<file path="src/rtl/qar_pkg.sv">
// qar_pkg: shared constants and types for the qar instruction fetch path.
//   QAR_XLEN     address width
//   QAR_ILEN     instruction word width
//   QAR_PC_ALIGN byte alignment of an instruction word
//   qar_pf_state_e  prefetch controller state
package qar_pkg;
  localparam int QAR_XLEN     = 32;
  localparam int QAR_ILEN     = 32;
  localparam int QAR_PC_ALIGN = 4;

  typedef enum logic {
    PF_IDLE = 1'b0,
    PF_RUN  = 1'b1
  } qar_pf_state_e;
endpackage

</file>
<file path="src/rtl/qar_sync_fifo.sv">
// qar_sync_fifo: single-clock FIFO with synchronous flush.
//   clk_i, rst_ni      clock, synchronous active-low reset
//   push_i, wdata_i    write request and data (ignored when full unless popping)
//   pop_i              read request (ignored when empty)
//   flush_i            empty the FIFO; wins over push in the same cycle
//   rdata_o            head entry (meaningful only when !empty_o)
//   full_o, empty_o, count_o  occupancy status
module qar_sync_fifo
  import qar_pkg::*;
#(
  parameter int WIDTH = QAR_ILEN,
  parameter int DEPTH = 4,
  localparam int AW = $clog2(DEPTH)
) (
  input  logic             clk_i,
  input  logic             rst_ni,
  input  logic             push_i,
  input  logic [WIDTH-1:0] wdata_i,
  input  logic             pop_i,
  input  logic             flush_i,
  output logic [WIDTH-1:0] rdata_o,
  output logic             full_o,
  output logic             empty_o,
  output logic [AW:0]      count_o
);
  logic [WIDTH-1:0] mem_q [DEPTH];
  logic [AW-1:0]    rd_ptr_q, wr_ptr_q;
  logic [AW:0]      cnt_q;
  logic             do_push, do_pop;

  assign full_o  = (cnt_q == (AW+1)'(DEPTH));
  assign empty_o = (cnt_q == '0);
  assign count_o = cnt_q;
  assign rdata_o = mem_q[rd_ptr_q];

  assign do_pop  = pop_i && !empty_o;
  // A full FIFO may still accept a push when the head leaves in the same cycle.
  assign do_push = push_i && (!full_o || do_pop);

  always_ff @(posedge clk_i) begin
    if (!rst_ni || flush_i) begin
      rd_ptr_q <= '0;
      wr_ptr_q <= '0;
      cnt_q    <= '0;
    end else begin
      if (do_push) wr_ptr_q <= wr_ptr_q + 1'b1;
      if (do_pop)  rd_ptr_q <= rd_ptr_q + 1'b1;
      cnt_q <= cnt_q + (AW+1)'(do_push) - (AW+1)'(do_pop);
    end
  end

  always_ff @(posedge clk_i) begin
    if (do_push && !flush_i) mem_q[wr_ptr_q] <= wdata_i;
  end
endmodule

</file>
<file path="src/rtl/qar_imem_prefetch.sv">
// qar_imem_prefetch: sequential instruction prefetcher between the core fetch
// port and a pipelined, in-order, variable-latency instruction memory.
//   clk_i, rst_ni                      clock, synchronous active-low reset
//   imem_valid_i, imem_addr_i          core fetch request (held until ready)
//   imem_ready_o, imem_rdata_o         same-cycle answer from the FIFO head
//   mem_req_o, mem_addr_o, mem_gnt_i   memory request handshake
//   mem_rvalid_i, mem_rdata_i          in-order memory response
//   hit_count_o, miss_count_o          saturating statistics, present only
//                                      when QAR_PREFETCH_STATS_EN is defined
module qar_imem_prefetch
  import qar_pkg::*;
#(
  parameter int                  DEPTH    = 4,
  parameter logic [QAR_XLEN-1:0] RESET_PC = 32'h0000_0000
) (
  input  logic                clk_i,
  input  logic                rst_ni,
  input  logic                imem_valid_i,
  input  logic [QAR_XLEN-1:0] imem_addr_i,
  output logic                imem_ready_o,
  output logic [QAR_ILEN-1:0] imem_rdata_o,
  output logic                mem_req_o,
  output logic [QAR_XLEN-1:0] mem_addr_o,
  input  logic                mem_gnt_i,
  input  logic                mem_rvalid_i,
  input  logic [QAR_ILEN-1:0] mem_rdata_i
`ifdef QAR_PREFETCH_STATS_EN
  ,
  output logic [31:0]         hit_count_o,
  output logic [31:0]         miss_count_o
`endif
);
  localparam int CW = $clog2(DEPTH) + 1;
  localparam logic [QAR_XLEN-1:0] STEP = QAR_XLEN'(QAR_PC_ALIGN);

  qar_pf_state_e       state_q;
  logic [QAR_XLEN-1:0] fetch_ptr_q, fetch_ptr_d;
  logic [QAR_XLEN-1:0] exp_addr_q, exp_addr_d;
  logic [CW-1:0]       out_cnt_q, out_cnt_d;
  logic [CW-1:0]       drop_cnt_q, drop_cnt_d;

  logic [QAR_XLEN-1:0] req_addr;
  logic [CW-1:0]       fifo_cnt;
  logic [CW:0]         inflight;
  logic [QAR_ILEN-1:0] fifo_head;
  logic                fifo_full, fifo_empty;
  logic                hit, miss, grant, rsp, push;

  assign req_addr = imem_addr_i & ~(STEP - 1'b1);

  // The FIFO only holds data: the head always belongs to exp_addr_q, and each
  // later entry to the next sequential word.
  assign hit  = imem_valid_i && !fifo_empty && (req_addr == exp_addr_q);
  assign miss = imem_valid_i && (req_addr != exp_addr_q);

  // Occupancy plus every in-flight grant (including ones to be dropped) is
  // capped at DEPTH, so a response always has a free slot.
  assign inflight  = {1'b0, fifo_cnt} + {1'b0, out_cnt_q};
  assign mem_req_o = (state_q == PF_RUN) && !fifo_full && (inflight < (CW+1)'(DEPTH));
  assign mem_addr_o = fetch_ptr_q;

  assign grant = mem_req_o && mem_gnt_i;
  assign rsp   = mem_rvalid_i && (out_cnt_q != '0);
  assign push  = rsp && (drop_cnt_q == '0) && !miss;

  assign imem_ready_o = hit;
  assign imem_rdata_o = hit ? fifo_head : '0;

  always_comb begin
    out_cnt_d   = out_cnt_q + CW'(grant) - CW'(rsp);
    drop_cnt_d  = drop_cnt_q;
    fetch_ptr_d = fetch_ptr_q;
    exp_addr_d  = exp_addr_q;
    if (grant) fetch_ptr_d = fetch_ptr_q + STEP;
    if (hit)   exp_addr_d  = exp_addr_q + STEP;
    if (miss) begin
      // Everything still owed by memory after this cycle belongs to the old stream.
      drop_cnt_d  = out_cnt_d;
      fetch_ptr_d = req_addr;
      exp_addr_d  = req_addr;
    end else if (rsp && drop_cnt_q != '0) begin
      drop_cnt_d = drop_cnt_q - 1'b1;
    end
  end

  always_ff @(posedge clk_i) begin
    if (!rst_ni) begin
      state_q     <= PF_IDLE;
      fetch_ptr_q <= RESET_PC;
      exp_addr_q  <= RESET_PC;
      out_cnt_q   <= '0;
      drop_cnt_q  <= '0;
    end else begin
      state_q     <= PF_RUN;
      fetch_ptr_q <= fetch_ptr_d;
      exp_addr_q  <= exp_addr_d;
      out_cnt_q   <= out_cnt_d;
      drop_cnt_q  <= drop_cnt_d;
    end
  end

  qar_sync_fifo #(.WIDTH(QAR_ILEN), .DEPTH(DEPTH)) u_fifo (
    .clk_i   (clk_i),
    .rst_ni  (rst_ni),
    .push_i  (push),
    .wdata_i (mem_rdata_i),
    .pop_i   (hit),
    .flush_i (miss),
    .rdata_o (fifo_head),
    .full_o  (fifo_full),
    .empty_o (fifo_empty),
    .count_o (fifo_cnt)
  );

`ifdef QAR_PREFETCH_STATS_EN
  logic [31:0] hit_cnt_q, miss_cnt_q;
  always_ff @(posedge clk_i) begin
    if (!rst_ni) begin
      hit_cnt_q  <= '0;
      miss_cnt_q <= '0;
    end else begin
      if (hit  && hit_cnt_q  != '1) hit_cnt_q  <= hit_cnt_q  + 1'b1;
      if (miss && miss_cnt_q != '1) miss_cnt_q <= miss_cnt_q + 1'b1;
    end
  end
  assign hit_count_o  = hit_cnt_q;
  assign miss_count_o = miss_cnt_q;
`endif

  // A response with nothing outstanding means the memory broke the protocol.
  a_rsp_without_req : assert property (@(posedge clk_i) disable iff (!rst_ni)
    !(mem_rvalid_i && out_cnt_q == '0));
endmodule

</file>
<file path="config.mk">
export PLATFORM = sky130hd
export DESIGN_NAME = qar_imem_prefetch
export DESIGN_NICKNAME = d
export VERILOG_FILES = /design/src/rtl/qar_pkg.sv /design/src/rtl/qar_sync_fifo.sv /design/src/rtl/qar_imem_prefetch.sv
export SDC_FILE = /design/constraint.sdc
export NUM_CORES = 1
export LEC_CHECK = 0
export ABC_AREA = 1
export BUFFER_PORTS_ARGS = -buffer_cell sky130_fd_sc_hd__clkbuf_2
export CAP_MARGIN = 15
export CORE_MARGIN = 4
export CORE_UTILIZATION = 40
export CTS_CLUSTER_DIAMETER = 60
export DETAILED_ROUTE_END_ITERATION = 7
export MAX_ROUTING_LAYER = met4
export SLEW_MARGIN = 20
export SYNTH_ARGS = -nofsm -noshare
export SYNTH_HDL_FRONTEND = slang
export SYNTH_SLANG_ARGS = --single-unit
</file>
<file path="constraint.sdc">
create_clock -name clk_i -period 3.3 [get_ports clk_i]
set_input_delay 0.165 -clock clk_i [delete_from_list [all_inputs] [get_ports clk_i]]
set_output_delay 0.165 -clock clk_i [all_outputs]
set_load 0.05 [all_outputs]
</file>
==> results.yml, run 1 <==
run_status:
  status: "finished, final reports clean"
sta:
  slew_viol_final: 0
  fin_tns_setup_ns: 0
  final-setup-viol-count: 0
  finalHoldViolCount: 0
  period_needed_ns: 3.14
  worstMarginPinSlew_ns: 0.998
  period_share_pct: 95.2
  grt_setup_unrepaired: "no"
  relSlewSlack_pct: 33.4
  fmax_ghz: 0.318
  whs_ns: 0.0221
  finalClockSkew_ns: 0.0231
place:
  gp_congestion: 0.941
  hpwl_mm: 19.2
  port_buffers: 130
  placed_cells: 1722
setup_path:
  critPathKind: "flop to output pin"
  slowest_stage: "dfxtp_1"
  crit_path_max_fanout: 34
  cp.required_ns: 3.13
  end_kind: "output pin"
  cpMostUsedCell: "nand2_1"
  cpPeakStageDelay_ns: 0.46
  start_kind: "flop"
  arrival_ns: 2.98
  worstPathCellList: "xnor2_1 -> nand2_1 -> nor2_1 -> nand2_1 -> nor2_2 -> nand2_2 -> nor2_4 -> nand2_4 -> buf_4 -> a21oi_1 -> clkbuf_2"
power_and_ir_drop:
  p_seq_share_pct: 46.7
  peakVddDrop_uv: 370
  leakage_nw: 5.41
  netSwitchingFraction_pct: 27.0
  power.internal_mw: 4.60
  p_per_area_nw_per_um2: 494
  comb_power_share_pct: 13.0
  clockPowerShare_pct: 40.3
  switchingPower_mw: 1.70
synthesis:
  synth.distinct_cells: 41
  async_reset_ff_share_pct: 0
  yosysSeqAreaShare_pct: 50.5
  synth_area_leader_cell: "edfxtp_1"
  avgSynthCellArea_um2: 8.19
  yosysTopAreaCellShare_pct: 36.2
  synth_most_common_cell: "nand2_1"
  synth_area_um2: 10600
  synth_ff_type: "edfxtp_1"
  ys_ff_latch: 204
  synth_edf_count: 128
  synth_commonest_cells: "247 x nand2_1, 209 x nor2_1, 146 x nand3_1"
  synth_warnings: 0
  synth_cells: 1297
  synth.area.top_cells: "edfxtp_1 36%, dfxtp_1 14%, nand2_1 8.7%"
min_path:
  hp-class: "input pin to flop"
global_routing:
  track_usage_pct: 19.7
  antenna_found_initial: 0
  grt_max_degree: 57
  gr-total-overflow: 0
  grt_pass1_wl_mm: 45.0
  grt_pass1_vias: 8550
routing:
  ant_nets: 0
  num_vias: 9029
  routed_wl_mm: 28.8
  wl_per_cell_um: 16.0
  drtPass1Iterations: 5
  initialDrtViolationCount: 737
  post-route-drc-count: 0
  vias_per_cell: 5.01
floorplan:
  rows: 59
  start_util_pct: 40.7
  die-width_um: 171
  core_um2: 26100
  die_area_um2: 29200
  ios: 135
  die_h_um: 171
clocking:
  clock_sinks: 204
  clock_path_buffers: 3
  clock_latency_ns: 0.52
  cts-root-buf: "clkbuf_16"
  cts_max_level: 1
  path_clk_slew_ns: 0.06
  cts_tree: "built"
  cts_inserted_buffers: 25
cells_and_area:
  final_cells: 1803
  nFillCells: 2514
  layout.nets: 1537
  drive_above_1_share_pct: 14.4
  seq_area_um2: 5370
  syn2layout_area_growth_pct: 19.8
  diodes: 0
  final_util_pct: 48.7
  multi_input_area_um2: 4470
run:
  drv_cap: 0
==> metrics by stage <==
| step | total power [mW] | setup WS [ns] | instance area [µm²] |
|---|---|---|---|
| after floorplan | 3.53 | 0.172 | 10600 |
| after global placement | 3.76 | 0.520 | 11600 |
| after detailed placement | 3.77 | 0.483 | 11600 |
| after CTS | 6.36 | 0.186 | 12700 |
| after global routing | 6.57 | 0.0216 | 12700 |
| final | 6.30 | 0.158 | 12700 |
==> state kept, by name (all words and copies together) (netlist names), named ones only <==
register / cells
u_fifo.rd_ptr_q: 2
u_fifo.mem_q: 128
out_cnt_q: 3
u_fifo.count_o: 3
drop_cnt_q: 3
state_q: 1
mem_addr_o: 30
exp_addr_q: 30
u_fifo.wr_ptr_q: 2
==> final timing paths <==
kind	from	end	slack [ns]	depth (start not counted)
worst min-delay path	imem_addr_i[18]	mem_addr_o[18]	0.02	3
worst max register to register	u_fifo.count_o[2]	drop_cnt_q[2]	0.49	17
worst max-delay path	exp_addr_q[17]	imem_rdata_o[22]	0.16	11
worst min register to register	u_fifo.rd_ptr_q[1]	flop	0.50	2
==> logic make-up (layout without fill, tap and decap cells) <==
family / after synthesis / count (layout) / share of synthesized area (%)
AND/OR/NAND/NOR: 674 / 674 / 27.3
flip-flops: 204 / 204 / 50.5
buffers and inverters: 197 / 367 / 7.82
AO/OA/AOI/OAI: 133 / 133 / 6.42
XOR/XNOR: 72 / 72 / 5.93
adder cells (fa/ha/maj): 16 / 16 / 2.02
other: 1 / 2 / 0.0353
==> power by group through the flow <==
stage          clock, mW  combinational (mW)  sequential [mW]
2_1_floorplan          0               0.483             3.05
3_3_place_gp           0               0.764             2.99
3_5_place_dp           0               0.778             3.00
4_1_cts             2.60               0.821             2.94
5_1_grt             2.70               0.917             2.96
6_report            2.54               0.816             2.94
==> worst max-delay path: cells and delay by family, from the launching register on <==
kind | cells | cell delay, ns
and+or+nand+nor | 7 | 0.91
buffers and inverters | 2 | 0.62
DFF | 1 | 0.46
AOI/OAI and AO/OA | 1 | 0.29
xor gates and xnor gates | 1 | 0.15
==> layout make-up <==
type,instances,share of cell area (%)
clock buffers,28,5.00
clock inverters,15,0.924
inverters,136,4.01
multi-input cells,897,35.1
flip-flops and latches,204,42.1
well taps,335,3.29
repair buffers,188,9.57
==> metal layers <==
metal / up-vias / part of all wire, % / GRT usage (%)
met5: - / 0 / -
met4: 0 / 1.9 / 4.72
met3: 46 / 6.2 / 3.40
met2: 260 / 45 / 30.7
met1: 4166 / 46 / 27.0
li1: 4557 / - / -
==> timing repair <==
item                      4_1_cts  5_1_grt
hold buffers                   38        0
resized for setup               0        0
hold endpoints to repair      134        0
setup buffers                   0        0
==> layout by cell type, fill, tap and decap left out, types with 3 or more instances in the layout <==
cell type / count
a21oi_1: 47
buf_12: 3
buf_4: 17
clkbuf_1: 3
clkbuf_16: 25
clkbuf_2: 130
clkinv_1: 5
clkinv_2: 6
dfxtp_1: 75
dlygate4sd3_1: 38
edfxtp_1: 128
ha_1: 14
inv_1: 132
nand2_1: 247
nand2_4: 3
nand3_1: 146
nand3b_1: 4
nand4_1: 24
nor2_1: 205
nor2_2: 3
nor2_4: 6
nor3_1: 23
o21ai_0: 81
or2_2: 4
xnor2_1: 25
xor2_1: 47
No activity file was read; power rests on OpenSTA's default activity.
==> run 2, diff against run 1 <==
--- a/config.mk
+++ b/config.mk
@@ -8,11 +8,14 @@
 export ABC_AREA = 1
 export BUFFER_PORTS_ARGS = -buffer_cell sky130_fd_sc_hd__clkbuf_2
 export CAP_MARGIN = 15
+export CELL_PAD_IN_SITES_DETAIL_PLACEMENT = 0
+export CELL_PAD_IN_SITES_GLOBAL_PLACEMENT = 1
 export CORE_MARGIN = 4
-export CORE_UTILIZATION = 40
+export CORE_UTILIZATION = 39
 export CTS_CLUSTER_DIAMETER = 60
 export DETAILED_ROUTE_END_ITERATION = 7
 export MAX_ROUTING_LAYER = met4
+export PLACE_DENSITY_LB_ADDON = 0.1
 export SLEW_MARGIN = 20
 export SYNTH_ARGS = -nofsm -noshare
 export SYNTH_HDL_FRONTEND = slang
==> results.yml, run 2 (synthesized netlist as in run 1, its figures left out) <==
min_path:
  hold_start: "imem_addr_i[13]"
  whs_path_depth: 3
  hp-class: "input pin to flop"
setup_path:
  end_kind: "output pin"
  critPathKind: "flop to output pin"
  startpoint: "exp_addr_q[17]"
  r2r_cells: 17
  worstPathCellList: "xnor2_1 -> nand2_1 -> nor2_1 -> nand2_1 -> nor2_2 -> nand2_2 -> nor2_4 -> nand2_4 -> buf_4 -> a21oi_1 -> clkbuf_2"
  arrival_ns: 2.90
  worstPathBufferInverterCount: 2
  start_kind: "flop"
  reg2reg_slack_ns: 0.48
  cp_top_family: "simple AND/OR/NAND/NOR gates"
  r2r-start: "out_cnt_q[2]"
  cpPeakStageDelay_ns: 0.47
  crit_path_max_fanout: 34
  cp.required_ns: 3.13
  cpMostUsedCell: "nand2_1"
  slowest_stage: "dfxtp_1"
  path_depth: 11
sta:
  worstMarginPinSlew_ns: 0.821
  period_needed_ns: 3.06
  fmax_ghz: 0.327
  final-setup-viol-count: 0
  slew_viol_final: 0
  finalHoldViolCount: 0
  fin_ws_ns: 0.240
  fin_tns_setup_ns: 0
  grt_setup_unrepaired: "no"
  relSlewSlack_pct: 45.2
  finalClockSkew_ns: 0.0105
  period_share_pct: 92.7
clocking:
  cts_inserted_buffers: 25
  clock_path_buffers: 3
  cts_tree: "built"
  cts_max_level: 1
  path_clk_slew_ns: 0.05
  cts-root-buf: "clkbuf_16"
  clock_sinks: 204
  clock_latency_ns: 0.53
cells_and_area:
  largest_reg_flops: 128
  drive_above_1_share_pct: 14.3
  largest_register: "u_fifo.mem_q"
  final_common_cell: "nand2_1"
  final_cell_mix: "247 x nand2_1, 205 x nor2_1, 146 x nand3_1, 132 x inv_1, 129 x clkbuf_2"
  diodes: 0
  stdcell_area_um2: 12700
  layout.nets: 1535
  nFillCells: 2675
  syn2layout_area_growth_pct: 20.0
  final_cells: 1810
  seq_area_um2: 5370
  multi_input_area_um2: 4470
  final_util_pct: 47.4
place:
  port_buffers: 130
  placed_cells: 1727
  placed_cell_area_um2: 11600
  hpwl_mm: 20.5
  gp_congestion: 0.852
  pre_cts_slack_ns: 0.506
floorplan:
  rows: 60
  start_util_pct: 39.5
  core_um2: 26900
  ios: 135
  die-width_um: 173
  die_h_um: 173
  die_area_um2: 30000
global_routing:
  gr-total-overflow: 0
  grt_pass1_vias: 8881
  grt_max_degree: 77
  grt_pass1_wl_mm: 48.1
  track_usage_pct: 20.4
  antenna_found_initial: 0
routing:
  wl_per_cell_um: 16.5
  num_vias: 8866
  initialDrtViolationCount: 493
  drtPass1Iterations: 5
  routed_wl_mm: 29.9
  vias_per_cell: 4.90
  ant_nets: 0
  post-route-drc-count: 0
run_status:
  status: "finished, final reports clean"
run:
  drv_cap: 0
power_and_ir_drop:
  p_per_area_nw_per_um2: 495
  leakage_nw: 5.41
  peakVddDrop_uv: 298
-- run 2: path summary, 6_finish.rpt --
check / to
worst min register to register: u_fifo.rd_ptr_q[1]
worst max-delay path: imem_rdata_o[12]
worst max register to register: drop_cnt_q[2]
worst min-delay path: mem_addr_o[13]
-- run 2: what timing repair did --
action / CTS / global route
resized for setup: 0 / 1
hold buffers: 37 / 0
setup buffers: 0 / 0
setup endpoints to repair: 0 / 1
hold endpoints to repair: 134 / 0
-- run 2: worst min-delay path, stage by stage --
cell      delay (ns)
clkbuf_2        0.10
nand2_1         0.13
a21oi_1         0.08
-- run 2: power by group --
| part | internal (mW) | switching [mW] | leakage [nW] |
|---|---|---|---|
| clock | 1.49 | 1.06 | 0.376 |
| sequential | 2.84 | 0.106 | 1.78 |
| combinational | 0.288 | 0.534 | 3.25 |
-- run 2: routing by layer --
layer / vias to the layer above / global-route usage [%] / wire length, µm
li1: 4558 / - / -
met1: 4078 / 26.7 / 14000
met2: 195 / 34.3 / 14100
met3: 35 / 2.95 / 1360
met4: 0 / 3.82 / 444
met5: - / - / 0
-- run 2: final cells by class --
type | count | area share, %
Sequential cell | 204 | 42.1
Multi-Input combinational cell | 897 | 35.0
Timing Repair Buffer | 186 | 9.42
Clock buffer | 36 | 5.48
Inverter | 136 | 4.00
Tap cell | 341 | 3.35
Clock inverter | 10 | 0.638
-- run 2: per-stage QoR --
step | hold WS (ns) | power (mW)
CTS | 0.00163 | 6.40
global placement | 0.384 | 3.77
floorplan | 0.193 | 3.53
finish | 0.00623 | 6.31
global route | 0.0132 | 6.63
detailed placement | 0.386 | 3.79
==> run 3, diff against run 2 <==
--- a/config.mk
+++ b/config.mk
@@ -8,15 +8,14 @@
 export ABC_AREA = 1
 export BUFFER_PORTS_ARGS = -buffer_cell sky130_fd_sc_hd__clkbuf_2
 export CAP_MARGIN = 15
-export CELL_PAD_IN_SITES_DETAIL_PLACEMENT = 0
-export CELL_PAD_IN_SITES_GLOBAL_PLACEMENT = 1
 export CORE_MARGIN = 4
-export CORE_UTILIZATION = 39
+export CORE_UTILIZATION = 40
 export CTS_CLUSTER_DIAMETER = 60
 export DETAILED_ROUTE_END_ITERATION = 7
+export GPL_TIMING_DRIVEN = 0
 export MAX_ROUTING_LAYER = met4
-export PLACE_DENSITY_LB_ADDON = 0.1
 export SLEW_MARGIN = 20
 export SYNTH_ARGS = -nofsm -noshare
 export SYNTH_HDL_FRONTEND = slang
+export SYNTH_HIERARCHICAL = 1
 export SYNTH_SLANG_ARGS = --single-unit
==> results.yml, run 3 <==
run_status:
  status: "finished, final reports clean"
sta:
  worstMarginPinSlew_ns: 0.642
  period_share_pct: 93.9
  period_needed_ns: 3.10
  fin_tns_setup_ns: 0
  fmax_ghz: 0.323
  relSlewSlack_pct: 57.1
  finalHoldViolCount: 0
  slew_viol_final: 0
  finalClockSkew_ns: 0.0172
  final-setup-viol-count: 0
  grt_setup_unrepaired: "no"
setup_path:
  crit_path_max_fanout: 10
  start_kind: "flop"
  r2r-start: "exp_addr_q[27]"
  critPathKind: "flop to output pin"
  startpoint: "exp_addr_q[27]"
  cp.required_ns: 3.13
  end_kind: "output pin"
  arrival_ns: 2.93
global_routing:
  antenna_found_initial: 1
  gr-total-overflow: 0
  grt_max_degree: 22
  grt_pass1_wl_mm: 52.2
  grt_pass1_vias: 9975
  track_usage_pct: 21.6
synthesis:
  synth.distinct_cells: 36
  yosysTopAreaCellShare_pct: 33.9
  synth_most_common_cell: "nand2_1"
  yosysSeqAreaShare_pct: 47.4
  synth_warnings: 6
  async_reset_ff_share_pct: 0
  synth_area_leader_cell: "edfxtp_1"
  synth_commonest_cells: "377 x nand2_1, 216 x nor2_1, 214 x inv_1"
  synth_cells: 1500
  synth_edf_count: 128
  synth.area.top_cells: "edfxtp_1 34%, dfxtp_1 13%, nand2_1 12%"
  ys_ff_latch: 204
  synth_ff_type: "edfxtp_1"
  synth_area_um2: 11300
  avgSynthCellArea_um2: 7.55
power_and_ir_drop:
  peakVddDrop_uv: 377
  p_per_area_nw_per_um2: 490
  leakage_nw: 6.22
cells_and_area:
  syn2layout_area_growth_pct: 23.8
  final_common_cell: "nand2_1"
  stdcell_area_um2: 14000
  nFillCells: 2721
  seq_area_um2: 5370
  largest_register: "u_fifo/mem_q"
  final_cell_mix: "377 x nand2_1, 214 x inv_1, 212 x nor2_1, 163 x nand3_1, 128 x edfxtp_1"
  largest_reg_flops: 128
  drive_above_1_share_pct: 15.3
  layout.nets: 1794
  multi_input_area_um2: 4760
clocking:
  cts_tree: "built"
  clock_path_buffers: 3
  cts_max_level: 1
  path_clk_slew_ns: 0.06
  cts_inserted_buffers: 25
  clock_sinks: 204
  clock_latency_ns: 0.54
  cts-root-buf: "clkbuf_16"
routing:
  num_vias: 10300
  post-route-drc-count: 0
  drtPass1Iterations: 5
  wl_per_cell_um: 15.6
  vias_per_cell: 4.88
  ant_nets: 0
  initialDrtViolationCount: 524
  routed_wl_mm: 32.9
min_path:
  hold_start: "imem_addr_i[28]"
  hp-class: "input pin to flop"
floorplan:
  die_h_um: 176
  rows: 61
  start_util_pct: 40.6
  die_area_um2: 31100
  die-width_um: 176
  core_um2: 27900
  ios: 135
place:
  gp_congestion: 0.950
  port_buffers: 130
  hpwl_mm: 24.2
  placed_cell_area_um2: 12600
run:
  drv_cap: 0
run 3: logic make-up after synthesis:
logic type | count (synthesis) | share of synthesized area, %
buffers and inverters | 287 | 11.1
DFF | 204 | 47.4
xor gates and xnor gates | 35 | 2.71
adders and majority gates | 15 | 1.79
and+or+nand+nor | 812 | 30.1
AOI/OAI and AO/OA | 146 | 6.85
other | 1 | 0.0331
run 3: worst paths after layout:
path / endpoint / slack [ns] / cells past startpoint
max: imem_rdata_o[25] / 0.20 / 12
min: mem_addr_o[28] / 0.01 / 5
max reg2reg: u_fifo/mem_q[3][11] / 0.25 / 17
min reg2reg: u_fifo/rd_ptr_q[1] / 0.50 / 2
run 3: power by group:
part           internal [mW]  total, mW  switching [mW]
registers               2.82       2.92           0.105
clock network           1.92       3.04            1.12
logic                  0.320      0.905           0.585
run 3: area by class of cell:
| class | count | share of cell area, % |
|---|---|---|
| Antenna cell | 1 | 0.0178 |
| Buffer | 62 | 2.95 |
| Clock buffer | 28 | 4.69 |
| Clock inverter | 18 | 1.95 |
| Inverter | 225 | 6.08 |
| Multi-Input combinational cell | 1010 | 33.9 |
| Sequential cell | 204 | 38.3 |
| Tap cell | 378 | 3.37 |
| Timing Repair Buffer | 182 | 8.75 |
run 3: per-layer routing:
layer	share of wire, %	wire length [µm]	vias to the layer above	track usage (%)
met5	0	0	-	-
met4	2.4	792	0	5.20
met3	6.2	2030	58	3.15
met2	49	16100	288	37.6
met1	43	14000	4699	26.5
li1	-	-	5243	-
run 3: through the flow:
step | setup slack [ns] | power, mW | cells | util, % | hold WS (ns)
global route | 0.00169 | 7.18 | 2108 | 50.3 | 0.0361
floorplan | -0.384 | 3.54 | 1501 | - | 0.193
detailed placement | -0.380 | 3.83 | 2013 | 45.2 | 0.385
global placement | -2.08 | 3.81 | 2009 | 44.7 | 0.385
CTS | 0.00140 | 6.95 | 2104 | 50.2 | 0.00998
finish | 0.200 | 6.87 | 2108 | 50.3 | 0.0145
run 3: worst max-delay path: stages (launching register included):
cell and delay, ns:
dfxtp_1 0.45, inv_1 0.09, nand2_1 0.07, nand2_1 0.05
nor2_1 0.17, nand3_1 0.15, nor2_2 0.18, nand2_2 0.20
nor2_4 0.22, inv_1 0.16, clkbuf_2 0.23, nor2_1 0.13
clkbuf_2 0.29
run 3: repair_timing:
item	CTS	global route
endpoints found under the hold margin	132	0
gates resized for setup	1	16
buffers inserted	9	3
pin swaps	5	2
hold buffers	36	0
endpoints found under the setup margin	160	142
